File: config.mk
export PLATFORM = sky130hd
export DESIGN_NAME = led_fader
export DESIGN_NICKNAME = d
export VERILOG_FILES = /design/src/rtl/led_fader.sv
export SDC_FILE = /design/constraint.sdc
export NUM_CORES = 1
export LEC_CHECK = 0
export CORE_ASPECT_RATIO = 0.75
export CORE_MARGIN = 2
export CORE_UTILIZATION = 60
export DETAILED_ROUTE_END_ITERATION = 6
export PLACE_DENSITY_LB_ADDON = 0.2
export RECOVER_POWER = 100
export SKIP_LAST_GASP = 1
export SLEW_MARGIN = 20
export SYNTH_ARGS = -nofsm -noshare
export SYNTH_HDL_FRONTEND = slang
export SYNTH_SLANG_ARGS = --single-unit
File: constraint.sdc
create_clock -name clk -period 3.45 [get_ports clk]
set_input_delay 0.5175 -clock clk [delete_from_list [all_inputs] [get_ports clk]]
set_output_delay 0.5175 -clock clk [all_outputs]
set_load 0.05 [all_outputs]
File: src/rtl/led_fader.sv
// led_fader: LED output stage. Each of four channels ramps its brightness
// toward led_q[i] ? max_level : 0 on a slow fade tick. The brightness is
// rendered as 8-bit PWM on a registered output. Bypass mode drives the
// registered raw pattern instead, and the ramps keep running in the
// background.
module led_fader #(
  parameter int FADE_TICK_CYCLES = 50_000,
  parameter int FADE_STEP        = 8
) (
  input  logic        clk,
  input  logic        rst,
  input  logic [3:0]  led_in,
  input  logic [7:0]  max_level,
  input  logic        bypass,
  output logic [3:0]  led_out,
  output logic [31:0] level
);

  // A single-cycle tick period still needs a 1-bit counter.
  localparam int              CNT_W     = (FADE_TICK_CYCLES > 1) ? $clog2(FADE_TICK_CYCLES) : 1;
  localparam logic [CNT_W-1:0] TICK_LAST = CNT_W'(FADE_TICK_CYCLES - 1);
  localparam logic [CNT_W-1:0] CNT_ONE   = CNT_W'(1);
  localparam logic [8:0]       STEP9     = 9'(FADE_STEP);

  // One fade step from cur toward tgt. The arithmetic is 9 bits wide so
  // that the sum can never wrap. The result is clamped to the target, so
  // the level can never overshoot it.
  function automatic logic [7:0] fade_next(input logic [7:0] cur, input logic [7:0] tgt);
    logic [8:0] up_sum;
    logic [8:0] dn_gap;
    up_sum    = 9'd0;
    dn_gap    = 9'd0;
    fade_next = cur;
    if (cur < tgt) begin
      up_sum    = {1'b0, cur} + STEP9;
      fade_next = (up_sum >= {1'b0, tgt}) ? tgt : up_sum[7:0];
    end else if (cur > tgt) begin
      dn_gap    = {1'b0, cur} - {1'b0, tgt};
      fade_next = (dn_gap <= STEP9) ? tgt : (cur - STEP9[7:0]);
    end else begin
      fade_next = cur;
    end
  endfunction

  // PWM compare for one channel. Full scale is forced on, because a
  // strict compare against an 8-bit counter can never reach 256/256.
  function automatic logic pwm_bit(input logic [7:0] lvl, input logic [7:0] cnt);
    if (lvl == 8'd255) begin
      pwm_bit = 1'b1;
    end else begin
      pwm_bit = (cnt < lvl);
    end
  endfunction

  logic [3:0]       r_led_q;
  logic             r_bypass_q;
  logic [CNT_W-1:0] r_tick_cnt;
  logic [7:0]       r_pwm_cnt;
  logic [3:0][7:0]  r_level;
  logic [3:0]       r_led_out;

  logic             w_tick;
  logic [3:0][7:0]  w_target;
  logic [3:0][7:0]  w_level_next;
  logic [3:0]       w_pwm_out;
  logic [3:0]       w_out_next;

  // Register the pattern and the bypass select from the generator.
  always_ff @(posedge clk) begin
    if (rst) begin
      r_led_q    <= 4'b0000;
      r_bypass_q <= 1'b0;
    end else begin
      r_led_q    <= led_in;
      r_bypass_q <= bypass;
    end
  end

  // Fade tick divider. It counts 0..FADE_TICK_CYCLES-1 and then wraps.
  always_ff @(posedge clk) begin
    if (rst) begin
      r_tick_cnt <= '0;
    end else if (r_tick_cnt == TICK_LAST) begin
      r_tick_cnt <= '0;
    end else begin
      r_tick_cnt <= r_tick_cnt + CNT_ONE;
    end
  end

  assign w_tick = (r_tick_cnt == TICK_LAST);

  // Free-running 8-bit PWM phase counter.
  always_ff @(posedge clk) begin
    if (rst) begin
      r_pwm_cnt <= 8'd0;
    end else begin
      r_pwm_cnt <= r_pwm_cnt + 8'd1;
    end
  end

  // Compute each channel's target and its next level. The target is
  // recomputed every cycle, so a max_level change redirects a ramp that
  // is already in progress.
  always_comb begin
    w_target     = '0;
    w_level_next = r_level;
    for (int i = 0; i < 4; i++) begin
      if (r_led_q[i]) begin
        w_target[i] = max_level;
      end else begin
        w_target[i] = 8'd0;
      end
      if (w_tick) begin
        w_level_next[i] = fade_next(r_level[i], w_target[i]);
      end else begin
        w_level_next[i] = r_level[i];
      end
    end
  end

  // Per-channel brightness state. It only moves on a tick.
  always_ff @(posedge clk) begin
    if (rst) begin
      r_level <= '0;
    end else begin
      r_level <= w_level_next;
    end
  end

  // Select the output source: PWM of the current level, or the raw
  // registered pattern when bypass is selected.
  always_comb begin
    w_pwm_out  = 4'b0000;
    w_out_next = 4'b0000;
    for (int i = 0; i < 4; i++) begin
      w_pwm_out[i] = pwm_bit(r_level[i], r_pwm_cnt);
    end
    if (r_bypass_q) begin
      w_out_next = r_led_q;
    end else begin
      w_out_next = w_pwm_out;
    end
  end

  // Registered pin drive.
  always_ff @(posedge clk) begin
    if (rst) begin
      r_led_out <= 4'b0000;
    end else begin
      r_led_out <= w_out_next;
    end
  end

  assign led_out = r_led_out;
  assign level   = r_level;

endmodule

==> key figures <==
Critical path
  • Type of origin of the critical path: primary input
  • WS Path Type: primary input to flop
  • Worst EP required: 3.68 ns
  • Delay-heaviest family, CP: simple AND/OR/NAND/NOR gates
  • Crit path depth: 12
  • Slowest CP cell: clkdlybuf4s50_1
  • Arrival time at the worst endpoint: 3.64 ns
  • Worst path cell trace: clkdlybuf4s50_1, nand2_1, ha_1, nor2_1, a211oi_2, a2111oi_0, buf_4, o22ai_2, nor4_1, a211o_1, nor2b_4, mux2_2
  • FF-to-FF Start: r_led_q[2]$_SDFF_PP0_
  • Worst Setup EP: level[17]$_SDFFE_PP0P_
  • WP buf/inv: 2
  • Worst Setup SP: max_level[2]
  • Worst R2R End: level[17]$_SDFFE_PP0P_
  • Worst-path fanout max: 4
  • R2R setup slack: 0.16 ns
  • Crit-path max cell delay: 0.60 ns
  • Critical Path End Type: flop
  • Worst Reg-to-Reg Cells: 10

Power
  • Int Power: 1.73 mW
  • Clk pwr share: 45.3%
  • P_sw: 0.706 mW
  • Seq pwr share: 32.1%
  • Switching Fraction: 29.0%
  • Combinational Power Share: 22.6%
  • P_leak: 3.52 nW
  • Cell Pwr Density: 301 nW/um^2
  • Max IR drop VDD: 0.000274 V

Logic synthesis
  • Main flop type after synthesis: dfxtp_1
  • Post-synth EDFFs: 0
  • Mapped Nets: 914
  • Mapped cell area: 6320 sq um
  • Post-synthesis cell type count: 82
  • Synth Area per Inst: 7.81 sq um
  • Yosys reg bits: 65
  • Seq/Total Area, Yosys: 20.6%
  • Synthesized instance count: 809
  • Asr flop ratio synth: 0%
  • Yosys warns: 0

CTS
  • Setup Fix Bufs, Post-CTS: 0
  • CTS hold repair buffers: 0
  • CTS Sinks: 65
  • Clock slew at reported path FFs: 0.06 ns
  • CTS Buffer Depth: 2
  • CTS Buf Count: 9
  • Clock Latency Late Sink: 0.34 ns
  • Htree depth: 3
  • CTS tree: yes
  • Clk root buf: clkbuf_16

Timing
  • Setup Skew: 0.00825 ns
  • Final setup fails: 0
  • Fmax: 294 MHz
  • Fin crit share: 98.7%
  • Minimum hold slack: 0.450 ns
  • Final Slew Violations: 16
  • Relative slew slack: -5.04%
  • Min Tclk post-route: 3.41 ns
  • Slew @ Worst Pin: 1.56 ns
  • Final Hold Viols: 0

Layout
  • Commonest non-fill, non-tap cell in the layout: buf_4
  • Area added between synthesis and finish: 27.7%
  • Share of cells above drive strength 1: 16.6%
  • Ant diodes: 0
  • Commonest non-fill, non-tap cells in the layout: buf_4 (105), ha_1 (90), nor2_1 (71), nand2_1 (67), dfxtp_1 (64)
  • Filler cells: 745
  • FF+latch area: 1300 sq um
  • Util after Layout: 78.4%
  • Final nets: 1060
  • Multi-input gate area: 4720 sq um

Outcome
  • Status: complete, but fails checks
  • Violated checks: max-capacitance violations, max-slew violations

Drt
  • Vias per cell: 6.42
  • Detailed-route wire length: 20.6 mm
  • Vias after detailed routing: 7037
  • DRC viols: 0
  • Post-route ant nets: 0
  • Pre-Repair DR Iteration Count: 6
  • Wire length per cell: 18.8 um
  • 1st-iter DRT viols: 638

Hold path
  • Hold Path Class: flop to flop
  • Hold Crit Start: r_tick_cnt[0]$_SDFF_PP0_

Die
  • Die area: 11400 sq um
  • Die W: 123 um
  • Die Ht: 92.9 um
  • Top Ports: 51
  • Initial Util: 61.4%
  • Core Region: 10300 sq um
  • Core Rows: 32

Placement
  • Post-DP HPWL: 15.2 mm
  • # port buffers: 50
  • Global placement routability congestion: 1.02

GRT
  • First-pass GRT wire length: 33.3 mm
  • GR Util All Layers: 36.9%
  • Vias in the first global route: 6778
  • Initial antenna violation count: 0
  • Total congestion overflow: 0
  • Pin count of the biggest net entering global routing: 49

Flow run
  • Max-Cap Viols: 1
worst min-delay path by stage:
stage	cells past startpoint	slack (ns)	end
5_1_grt	1	0.45	r_tick_cnt[0]$_SDFF_PP0_
6_report	1	0.45	r_tick_cnt[0]$_SDFF_PP0_
4_1_cts	1	0.45	r_tick_cnt[0]$_SDFF_PP0_
3_5_place_dp	1	0.44	r_tick_cnt[0]$_SDFF_PP0_
2_1_floorplan	1	0.41	r_tick_cnt[0]$_SDFF_PP0_
3_3_place_gp	1	0.42	r_tick_cnt[0]$_SDFF_PP0_
power groups by stage:
| stage | Clock [mW] | Sequential [mW] | Combinational (mW) |
|---|---|---|---|
| final | 1.10 | 0.780 | 0.550 |
| after detailed placement | 0 | 0.796 | 0.530 |
| after global placement | 0 | 0.796 | 0.510 |
| after global routing | 1.13 | 0.781 | 0.588 |
| after CTS | 1.10 | 0.780 | 0.539 |
| after floorplan | 0 | 0.806 | 0.294 |
sequential cells by signal, indices dropped and copies added, names as in the netlist:
signal      count
r_tick_cnt     16
led_out         4
r_pwm_cnt       8
level          32
r_bypass_q      1
r_led_q         4
stage by stage:
step	TNS, ns	setup slack [ns]	power (mW)	cells	cell area, sq um
detailed placement	-3.83	-0.201	1.33	1080	7730
floorplan	0	0.0398	1.10	809	6320
finish	0	0.0436	2.43	1096	8070
global route	-0.00861	-0.00861	2.50	1096	8070
global placement	-0.733	-0.106	1.31	1080	7730
CTS	0	0.0848	2.42	1096	8080
cell type report:
cell class	count	share of cell area [%]
clock buffer	9	2.79
clock inverter	7	1.53
inverter	54	2.51
multi-input combinational	665	58.5
sequential	65	16.1
tap	136	2.11
timing repair buffer	160	16.4
Yosys cell counts, drive strengths merged (3+ instances only):
cell type / count / area, sq um
a21o: 14 / 105
inv: 53 / 199
mux2i: 9 / 90.1
nand2: 67 / 254
or3: 5 / 31.3
ha: 90 / 1130
o21ai: 42 / 214
xnor2: 28 / 245
a21oi: 40 / 200
a221oi: 4 / 35.0
mux2: 6 / 75.1
or4: 6 / 52.6
o41ai: 3 / 41.3
and3: 9 / 56.3
o21a: 6 / 45.0
and2: 12 / 75.1
a31o: 3 / 26.3
nand3: 45 / 225
o311ai: 3 / 41.3
a2111oi: 5 / 50.0
nor3: 27 / 135
xor2: 19 / 166
o221ai: 6 / 52.6
nor2: 72 / 273
nand2b: 12 / 75.1
nor4: 4 / 40.0
or2: 5 / 31.3
nand3b: 5 / 37.5
o22ai: 7 / 50.1
nor2b: 22 / 145
a31oi: 17 / 121
dfxtp: 65 / 1300
o211ai: 4 / 30.0
a211oi: 14 / 118
a211o: 6 / 52.6
nand4: 12 / 75.1
clkbuf: 23 / 86.3
layer usage:
| layer | up-vias | track usage (%) | share of wire, % | routed length, um |
|---|---|---|---|---|
| li1 | 3248 | - | - | - |
| met2 | 416 | 60.4 | 46 | 9420 |
| met5 | - | 0 | 0 | 0 |
| met4 | 0 | 15.2 | 3.8 | 785 |
| met3 | 84 | 6.65 | 8.9 | 1840 |
| met1 | 3289 | 47.7 | 41 | 8510 |
logic make-up (layout without fill, tap and decap cells):
| logic type | Yosys count | in the layout | share of synthesized area, % |
|---|---|---|---|
| compound gates | 201 | 201 | 22.7 |
| xor+xnor | 47 | 47 | 6.51 |
| fa+ha+maj | 90 | 90 | 17.8 |
| buf+inv | 79 | 230 | 4.69 |
| flops | 65 | 65 | 20.6 |
| mux | 15 | 15 | 2.61 |
| simple gates | 312 | 312 | 25.1 |
timing repair:
action / CTS / global route
resized for setup: 0 / 8
hold endpoints to repair: 0 / 0
setup endpoints to repair: 0 / 13
Power figures use the tool's default switching activity.
==> variant: new RTL, config.mk and constraints unchanged <==
The output `led_out` loses its register stage (`r_led_out` becomes a continuous assignment).
--- a/src/rtl/led_fader.sv
+++ b/src/rtl/led_fader.sv
@@ -145,9 +145,3 @@
   // Registered pin drive.
-  always_ff @(posedge clk) begin
-    if (rst) begin
-      r_led_out <= 4'b0000;
-    end else begin
-      r_led_out <= w_out_next;
-    end
-  end
+  assign r_led_out = w_out_next;
 
Check against the original RTL: not equivalent (a bounded check fails within 4 cycles, from zero or initial values and one cycle with rst high).
==> variant against the original RTL <==
Routed wire length fell by 0.36%; non-clock buffer count rose by 14; clock power fell by 15%; hold slack improved by 0.021 ns; maximum frequency fell by 0.12%; count of clock-buffer cells in the layout rose by 2; combinational power rose by 4.9%; total power fell by 7.8%; sequential cell count fell by 4; setup slack got worse by 0.0041 ns; area after synthesis barely moved; design area rose by 1.7%; critical path type unchanged.
==> variant: results (changes against the original RTL) <==
clock latency on the worst-skew pair=0.34 ns (about the same); crit path DAT=3.67 ns (was 3.64 ns); post-synthesis sequential area ratio=19.3% (was 20.6%); initial DRC count=516 (was 638); clk slew on worst S/H paths=0.05 ns; CP max stage delay=0.50 ns (was 0.60 ns); Place WS=-0.340 ns (was -0.201 ns); RePlAce Congestion=1.03 (was 1.02); Clock Root Buffer=clkbuf_16 (unchanged); Total Routed Length=20,500 um (was 20,600 um); Synth warnings=0 (unchanged); first-pass GRT wire length=33,200 um (was 33,300 um); CP delay by family, top=simple AND/OR/NAND/NOR gates (unchanged); Area contributors post-synth=dfxtp_1 (19%), ha_1 (18%), nand2_1 (4.3%) (was dfxtp_1 (21%), ha_1 (18%), nor2_1 (4.2%)); largest net degree at the start of global routing=27 (was 49); max reg flops=32 (unchanged); status=completed (was finished with violations); ys async rst share=0% (unchanged); Max Buffers Root-to-Sink=2 (unchanged); antenna cell count=0 (unchanged); nets=1,076 (was 1,060); worst-path fanout max=7 (was 4); Cell Area, Placed=7810 um^2 (was 7730 um^2); GRT Total Usage=36.8% (was 36.9%); TritonCTS buffer count=9 (unchanged); Port Buf Inserts=50 (unchanged); layout cells sized above 1=18.5% (was 16.6%); Max IR drop VDD=0.258 mV (was 0.274 mV); Worst slew margin=60.9% (was -5.04%); ys flop type=dfxtp_1 (unchanged); number of global-route vias before repair=6,947 (was 6,778); CP max-delay cell=clkdlybuf4s50_1 (unchanged); Clock Skew=0.00963 ns (was 0.00825 ns); syn_nets=914 (unchanged); DP HPWL=15,800 um (was 15,200 um); Synth top cells by count=ha_1 (90), nand2_1 (73), nor2_1 (68), dfxtp_1 (61), inv_1 (58) (was ha_1 (90), nor2_1 (71), nand2_1 (66), dfxtp_1 (65), inv_1 (53)); TritonRoute pass-1 iters=6 (unchanged); synth unique cells=88 (was 82); P_leak=0.00341 uW (was 0.00352 uW); Hold Crit Class=reg -> reg (unchanged); initial antenna violation count=0 (unchanged); vias per cell=6.34 (was 6.42); H-tree depth=3 (unchanged)
variant: cell count changes in the layout (fill, tap and decap cells not counted), moves of 8 or more:
cell	before	now
buf_4	105	122
clkdlybuf4s50_1	12	44
dlygate4sd3_1	36	0
nand2b_1	12	20
nand3_1	45	37
nor3_1	27	17
o21ai_0	41	28
variant: final cells by class:
class                      instances  area [um^2]
multi-input combinational        667         4850
fill                             734         2040
timing repair buffer             174         1450
sequential                        61         1220
clock buffer                      11          253
inverter                          58          218
tap                              136          170
clock inverter                     4         47.5
variant: what timing repair did:
item,in CTS,in global routing
pin swaps,0,8
gates resized for setup,5,13
endpoints found under the hold margin,0,0
endpoints found under the setup margin,5,23
buffers inserted,0,3
variant: layer usage:
metal	track usage [%]	up-vias	wire, um
met5	0	-	0
met2	62.2	315	9610
met3	8.00	75	1540
li1	-	3294	-
met4	12.6	0	581
met1	46.0	3361	8750
variant: worst paths after layout:
kind                                 start                       end  slack [ns]  depth (start not counted)
setup / recovery              max_level[4]     level[2]$_SDFFE_PP0P_        0.04                         13
setup reg to reg     level[3]$_SDFFE_PP0P_     level[6]$_SDFFE_PP0P_        0.13                         13
hold reg to reg   r_tick_cnt[0]$_SDFF_PP0_  r_tick_cnt[0]$_SDFF_PP0_        0.47                          1
hold / removal    r_tick_cnt[0]$_SDFF_PP0_  r_tick_cnt[0]$_SDFF_PP0_        0.47                          1
variant: power breakdown:
group | switching (uW) | internal [uW]
logic | 310 | 268
clock network | 342 | 592
registers | 17.6 | 714
variant: cells by family (layout without fill, tap and decap cells):
logic type / after synthesis / in the layout / synth area share, %
AO/OA/AOI/OAI: 198 / 198 / 23.1
XOR/XNOR: 42 / 42 / 5.82
multiplexers: 14 / 14 / 2.26
adder cells (fa/ha/maj): 90 / 90 / 17.8
AND/OR/NAND/NOR: 323 / 323 / 26.6
flip-flops: 61 / 61 / 19.3
buffers and inverters: 81 / 247 / 5.09
variant: stage by stage:
step                      hold WS (ns)  instances
after floorplan                  0.430        809
after global placement           0.441       1093
after detailed placement         0.465       1093
after CTS                        0.476       1108
after global routing             0.489       1111
final                            0.471       1111
